<file path="config.mk">
export PLATFORM = sky130hd
export DESIGN_NAME = mult_div_unit_flat
export DESIGN_NICKNAME = d
export VERILOG_FILES = /design/src/rtl/mult_div_unit_if.sv /design/src/rtl/mult_div_unit.sv /design/src/flat_wrapper.sv
export SDC_FILE = /design/constraint.sdc
export NUM_CORES = 1
export LEC_CHECK = 0
export CAP_MARGIN = 15
export CELL_PAD_IN_SITES_DETAIL_PLACEMENT = 1
export CELL_PAD_IN_SITES_GLOBAL_PLACEMENT = 1
export CORE_ASPECT_RATIO = 0.75
export CORE_MARGIN = 3
export CORE_UTILIZATION = 39
export CTS_CLUSTER_DIAMETER = 40
export DETAILED_ROUTE_END_ITERATION = 10
export DONT_BUFFER_PORTS = 1
export GPL_TIMING_DRIVEN = 0
export PLACE_DENSITY = 0.78
export SLEW_MARGIN = 20
export SYNTH_ARGS = -nofsm -noshare
export SYNTH_HDL_FRONTEND = slang
export SYNTH_SLANG_ARGS = --single-unit
</file>
<file path="constraint.sdc">
create_clock -name clk -period 3.1 [get_ports clk]
set_input_delay 0.62 -clock clk [delete_from_list [all_inputs] [get_ports clk]]
set_output_delay 0.62 -clock clk [all_outputs]
set_load 0.02 [all_outputs]
</file>
<file path="src/rtl/mult_div_unit_if.sv">
// HI/LO multiply/divide unit bus: request, MTHI/MTLO writes and result/status signals.
interface mult_div_unit_if #(
  parameter int unsigned DATA_WIDTH = 32
);
  logic                  Start;
  logic [1:0]            Op;
  logic [DATA_WIDTH-1:0] A;
  logic [DATA_WIDTH-1:0] B;
  logic                  HiWrite;
  logic                  LoWrite;
  logic [DATA_WIDTH-1:0] WriteData;
  logic                  Busy;
  logic                  Done;
  logic                  DivByZero;
  logic [DATA_WIDTH-1:0] Hi;
  logic [DATA_WIDTH-1:0] Lo;

  modport master (
    output Start, Op, A, B, HiWrite, LoWrite, WriteData,
    input  Busy, Done, DivByZero, Hi, Lo
  );

  modport slave (
    input  Start, Op, A, B, HiWrite, LoWrite, WriteData,
    output Busy, Done, DivByZero, Hi, Lo
  );
endinterface

</file>
<file path="src/rtl/mult_div_unit.sv">
// Iterative MIPS HI/LO multiply/divide unit, one result bit per cycle.
// Optional macro MDU_EARLY_TERM_EN: multiply leaves CALC once the remaining multiplier bits are zero.
module mult_div_unit #(
  parameter int unsigned DATA_WIDTH = 32
) (
  input logic            clk,
  input logic            reset,
  mult_div_unit_if.slave bus
);
  localparam int unsigned W  = DATA_WIDTH;
  localparam int unsigned CW = $clog2(DATA_WIDTH + 1);

  typedef enum logic [1:0] {StIdle, StCalc, StFix, StDone} state_e;

  state_e          stateQ, stateD;
  logic [CW-1:0]   countQ, countD;
  logic            isDivQ, isDivD, negResQ, negResD, negRemQ, negRemD;
  logic [2*W-1:0]  accQ, accD;
  logic [W-1:0]    bQ, bD, hiQ, hiD, loQ, loD;
  logic            dbzQ, dbzD;

  logic            startGo, opDiv, opSigned, divZero, lastIter, earlyExit;
  logic [W-1:0]    absA, absB, quoFix, remFix;
  logic [W:0]      mulSum, divDiff;
  logic [2*W-1:0]  mulStep, divStep, prodMag, prodFix;

  assign startGo  = bus.Start && (stateQ == StIdle || stateQ == StDone);
  assign opDiv    = bus.Op[1];
  assign opSigned = ~bus.Op[0];
  assign divZero  = opDiv && (bus.B == '0);
  assign absA     = (opSigned && bus.A[W-1]) ? -bus.A : bus.A;
  assign absB     = (opSigned && bus.B[W-1]) ? -bus.B : bus.B;

`ifdef MDU_EARLY_TERM_EN
  logic [W-1:0] mplierQ, mplierD;

  // Shadow of the not-yet-consumed multiplier bits; the low half of accQ mixes in product bits.
  always_comb begin
    mplierD = mplierQ;
    if (startGo) mplierD = absB;
    else if (stateQ == StCalc) mplierD = mplierQ >> 1;
  end

  always_ff @(posedge clk or negedge reset) begin
    if (!reset) mplierQ <= '0;
    else        mplierQ <= mplierD;
  end

  assign earlyExit = !isDivQ && ((mplierQ >> 1) == '0);
  assign prodMag   = accQ >> countQ;
`else
  assign earlyExit = 1'b0;
  assign prodMag   = accQ;
`endif

  assign lastIter = (countQ == CW'(1)) || earlyExit;

  always_comb begin
    mulSum  = {1'b0, accQ[2*W-1:W]} + (accQ[0] ? {1'b0, bQ} : '0);
    mulStep = {mulSum, accQ[W-1:1]};
    // Trial subtract of the shifted partial remainder (W+1 bits) against the divisor.
    divDiff = accQ[2*W-1:W-1] - {1'b0, bQ};
    divStep = divDiff[W] ? {accQ[2*W-2:0], 1'b0} : {divDiff[W-1:0], accQ[W-2:0], 1'b1};
    prodFix = negResQ ? -prodMag : prodMag;
    quoFix  = negResQ ? -accQ[W-1:0] : accQ[W-1:0];
    remFix  = negRemQ ? -accQ[2*W-1:W] : accQ[2*W-1:W];
  end

  always_ff @(posedge clk or negedge reset) begin
    if (!reset) stateQ <= StIdle;
    else        stateQ <= stateD;
  end

  always_comb begin
    stateD = stateQ;
    unique case (stateQ)
      StIdle, StDone: begin
        stateD = StIdle;
        if (startGo) stateD = divZero ? StDone : StCalc;
      end
      StCalc:  if (lastIter) stateD = StFix;
      StFix:   stateD = StDone;
      default: stateD = StIdle;
    endcase
  end

  always_comb begin
    bus.Busy      = (stateQ == StCalc) || (stateQ == StFix);
    bus.Done      = (stateQ == StDone);
    bus.DivByZero = dbzQ;
    bus.Hi        = hiQ;
    bus.Lo        = loQ;
  end

  always_comb begin
    accD    = accQ;
    bD      = bQ;
    countD  = countQ;
    isDivD  = isDivQ;
    negResD = negResQ;
    negRemD = negRemQ;
    hiD     = hiQ;
    loD     = loQ;
    dbzD    = 1'b0;
    unique case (stateQ)
      StIdle, StDone: begin
        if (startGo) begin
          isDivD  = opDiv;
          negResD = opSigned && (bus.A[W-1] ^ bus.B[W-1]);
          negRemD = opSigned && bus.A[W-1];
          countD  = CW'(W);
          accD    = {{W{1'b0}}, opDiv ? absA : absB};
          bD      = opDiv ? absB : absA;
          if (divZero) begin
            hiD  = bus.A;
            loD  = '1;
            dbzD = 1'b1;
          end
        end else begin
          if (bus.HiWrite) hiD = bus.WriteData;
          if (bus.LoWrite) loD = bus.WriteData;
        end
      end
      StCalc: begin
        accD   = isDivQ ? divStep : mulStep;
        countD = countQ - CW'(1);
      end
      StFix: begin
        if (isDivQ) begin
          hiD = remFix;
          loD = quoFix;
        end else begin
          {hiD, loD} = prodFix;
        end
      end
      default: ;
    endcase
  end

  always_ff @(posedge clk or negedge reset) begin
    if (!reset) begin
      accQ    <= '0;
      bQ      <= '0;
      countQ  <= '0;
      isDivQ  <= 1'b0;
      negResQ <= 1'b0;
      negRemQ <= 1'b0;
      hiQ     <= '0;
      loQ     <= '0;
      dbzQ    <= 1'b0;
    end else begin
      accQ    <= accD;
      bQ      <= bD;
      countQ  <= countD;
      isDivQ  <= isDivD;
      negResQ <= negResD;
      negRemQ <= negRemD;
      hiQ     <= hiD;
      loQ     <= loD;
      dbzQ    <= dbzD;
    end
  end
endmodule
</file>
<file path="src/flat_wrapper.sv">
// flat-port wrapper written by rule: the top's interface ports become plain ports
module mult_div_unit_flat 
#(
  parameter int unsigned DATA_WIDTH = 32
)
  (clk, reset, bus_Start, bus_Op, bus_A, bus_B, bus_HiWrite, bus_LoWrite, bus_WriteData, bus_Busy, bus_Done, bus_DivByZero, bus_Hi, bus_Lo);
  mult_div_unit_if #(.DATA_WIDTH(DATA_WIDTH)) bus_i ();
  input logic clk;
  input logic reset;
  input wire logic [$bits(bus_i.Start)-1:0] bus_Start;
  input wire logic [$bits(bus_i.Op)-1:0] bus_Op;
  input wire logic [$bits(bus_i.A)-1:0] bus_A;
  input wire logic [$bits(bus_i.B)-1:0] bus_B;
  input wire logic [$bits(bus_i.HiWrite)-1:0] bus_HiWrite;
  input wire logic [$bits(bus_i.LoWrite)-1:0] bus_LoWrite;
  input wire logic [$bits(bus_i.WriteData)-1:0] bus_WriteData;
  output wire logic [$bits(bus_i.Busy)-1:0] bus_Busy;
  output wire logic [$bits(bus_i.Done)-1:0] bus_Done;
  output wire logic [$bits(bus_i.DivByZero)-1:0] bus_DivByZero;
  output wire logic [$bits(bus_i.Hi)-1:0] bus_Hi;
  output wire logic [$bits(bus_i.Lo)-1:0] bus_Lo;
  assign bus_i.Start = bus_Start;
  assign bus_i.Op = bus_Op;
  assign bus_i.A = bus_A;
  assign bus_i.B = bus_B;
  assign bus_i.HiWrite = bus_HiWrite;
  assign bus_i.LoWrite = bus_LoWrite;
  assign bus_i.WriteData = bus_WriteData;
  assign bus_Busy = bus_i.Busy;
  assign bus_Done = bus_i.Done;
  assign bus_DivByZero = bus_i.DivByZero;
  assign bus_Hi = bus_i.Hi;
  assign bus_Lo = bus_i.Lo;
  mult_div_unit #(.DATA_WIDTH(DATA_WIDTH)) u_core (.clk(clk), .reset(reset), .bus(bus_i));
endmodule
</file>
==> impl_metrics.yaml <==
outcome:
  violations: "negative hold slack, negative setup slack"
  status: "finished with violations"
yosys:
  synth_nets: 2212
  yosysMostFrequentCell: "nand2_1"
  ys_ff_latch: 172
  syn-cell-area_um2: 15500
  synth_common_cells: "nand2_1 (275), a21oi_1 (234), nor2_1 (190)"
  yosysUniqueCellTypes: 76
  synth-edff-count: 0
  postSynthCellCount: 2034
  synthTopCellsByArea: "dfrtp_1 (28%), a21oi_1 (7.6%), nand2_1 (6.7%), ha_1 (5.9%), o21ai_0 (5.2%)"
  synth_top_cell_by_area: "dfrtp_1"
  synth.avg_cell_area_um2: 7.60
  synth_top_area_share_pct: 27.9
  synthFlopType: "dfrtp_1"
  async_flop_share_pct: 100
  seq_area_frac_synth_pct: 27.9
  yosysWarnings: 0
job:
  cap_violations: 0
timing:
  hold_viol_final: 172
  finalCritPeriodShare_pct: 109
  rsz0062_at_grt: "yes"
  slew_viol_final: 0
  clock.fmax_ghz: 0.297
  clock_skew_ns: 0.0190
  finalSetupViolations: 35
  whs_ns: -0.167
  setup_ws_ns: -0.269
  relSlewSlack_pct: 43.4
  fin_crit_ns: 3.37
  max_slew.worst_pin.slew_ns: 0.838
grt:
  grt_overflow: 0
  grt_pass1_wl_um: 109000
  grt_use_total_pct: 34.0
  grt_max_degree: 173
  grt_pass1_vias: 16600
  antenna_found_initial: 4
clocking:
  htree_levels: 4
  clk_latency_ns: 0.48
  cts_root_buf: "clkbuf_16"
  cts_tree: "built"
  clk_pin_slew_ns: 0.08
  cts_inserted_buffers: 17
  clock_path_buffers: 2
  clock-sinks: 172
final_layout:
  fin_area_um2: 18600
  seqCellArea_um2: 4340
  fillers: 4686
  multi_input_area_um2: 11400
  post_route_cells_drive_above_1_share_pct: 18.0
  fin_nets: 2322
  syn_to_final_growth_pct: 20.5
floorplanning:
  initial_core_util_pct: 39.9
  coreArea_um2: 38700
  die-area_um2: 42100
  fp.dieW_um: 236
  die_h_um: 178
  rows: 62
  pin_count: 170
critical_path:
  crit_path_max_fanout: 6
  critPathKind: "flip-flop to flip-flop"
  r2r_start: "u_core.accQ[31]"
  setup.worst_path.start_class: "flip-flop"
  setup.worst_path.start: "u_core.accQ[31]"
  end_kind: "flip-flop"
  critical_path_required_ns: 3.41
  arrival_ns: 3.68
power:
  power.density_nw_per_um2: 1290
  p_comb_share_pct: 69.1
  seq_power_share_pct: 21.4
  power_leakage_nw: 7.63
  intPower_mw: 10.5
  clkPwrFrac_pct: 9.5
  max-vdd-ir-drop_mv: 0.592
  switching_share_pct: 56.4
  p_sw_mw: 13.5
route:
  via_count: 17500
  drtIter0Drc: 2068
  vias_per_cell: 6.54
  drtAntennaViolNets: 0
  wl_per_cell_um: 28.5
  drc: 0
  wirelength_um: 76100
  first_pass_iters: 8
place:
  place_area_um2: 16100
  port-buffer-count: 0
  gp_congestion: 0.987
  pre_cts_slack_ns: -1.13
  dpl.hpwl_um: 56500
worst_hold_path:
  hold_class: "input port to async pin"
## cells in the final DEF (no fill, tap or decap), types with 17 or more instances in the layout
master,synthesis,final
dfrtp_2,0,29
mux2i_1,34,32
a211oi_1,38,31
clkbuf_1,92,75
a21o_1,43,41
dfrtp_1,172,143
o21ai_0,162,124
nand3_1,19,17
ha_1,73,49
clkbuf_16,0,18
o211ai_1,21,21
nand2_1,275,270
or3_1,25,22
buf_4,1,78
xnor2_1,91,88
nor2_1,190,185
a22oi_1,25,25
nand2b_1,20,18
xor2_1,79,77
a21oi_1,234,214
inv_1,66,59
o31ai_1,48,42
o21ai_1,31,65
mux2_2,25,25
nor3_1,48,32
## worst max-delay path, cell delays in order, from the launching register on
cell and delay (ns):
dfrtp_2 0.45, inv_2 0.12, ha_4 0.17, fa_2 0.24
nand2b_4 0.19, a21oi_4 0.09, o21a_4 0.24, a211oi_4 0.31
o41ai_4 0.08, buf_4 0.18, buf_6 0.12, a21o_4 0.23
nor2_4 0.23, buf_8 0.20, mux2i_1 0.20, o221ai_1 0.15
## what timing repair did
action / CTS / global route
setup buffers: 46 / 55
endpoints found under the setup margin: 141 / 125
pin swaps: 32 / 59
cloned: 1 / 1
resized for setup: 168 / 151
endpoints found under the hold margin: 172 / 172
## per-stage QoR
stage / setup TNS (ns) / power [mW] / instances / util [%]
after floorplan: 0 / 14.0 / 2034 / -
after global placement: -73.71 / 17.9 / 2546 / 41.7
after detailed placement: -83.07 / 18.4 / 2546 / 41.7
after CTS: -1.63 / 22.0 / 2622 / 45.8
after global routing: -8.15 / 25.2 / 2669 / 48.1
final: -6.38 / 24.0 / 2670 / 48.1
## cells by family after synthesis
kind of cell | count (synthesis) | share of synthesized area [%]
adders and majority gates | 75 | 6.17
xor gates and xnor gates | 170 | 9.64
muxes | 59 | 4.02
buffers and inverters | 187 | 4.72
AOI/OAI and AO/OA | 696 | 27.8
DFF | 172 | 27.9
and+or+nand+nor | 675 | 19.8
## registers in the layout, indices dropped and copies added (netlist names)
name,cells
u_core.bus.DivByZero,1
u_core.negResQ,1
u_core.isDivQ,1
u_core.countQ,6
u_core.bus.Lo,32
u_core.bQ,32
u_core.bus.Hi,32
u_core.accQ,64
u_core.stateQ,2
u_core.negRemQ,1
## cell type report
class | instances | area share (%)
multi-input combinational | 1675 | 61.3
buffer | 115 | 2.81
sequential | 172 | 23.3
antenna | 1 | 0.0134
clock inverter | 15 | 0.887
clock buffer | 17 | 2.28
tap | 512 | 3.44
timing repair buffer | 96 | 4.53
inverter | 67 | 1.41
## final timing paths
path                                        end  slack, ns  cells after the start
min                            u_core.bus.Lo[5]      -0.17                      0
max                             u_core.accQ[58]      -0.27                     15
min reg2reg                        u_core.bQ[6]       0.51                      2
max reg2reg                     u_core.accQ[58]      -0.27                     15
min in group clk           u_core.bus.DivByZero       0.24                      1
max in group asynchronous       u_core.accQ[42]       2.83                      0
## power by group through the flow
stage | Sequential, mW | Clock, mW | Combinational (mW)
floorplan | 4.54 | 0 | 9.46
global placement | 5.04 | 0 | 12.8
detailed placement | 5.11 | 0 | 13.3
CTS | 5.02 | 2.26 | 14.7
global route | 5.20 | 2.36 | 17.6
finish | 5.12 | 2.28 | 16.6
## routing by layer
layer,track usage [%],share of wire [%]
met1,49.8,43
met2,48.7,41
met3,9.18,13
met4,9.63,3.2
met5,0,0
Note: power is estimated with default switching activity, not from simulation.
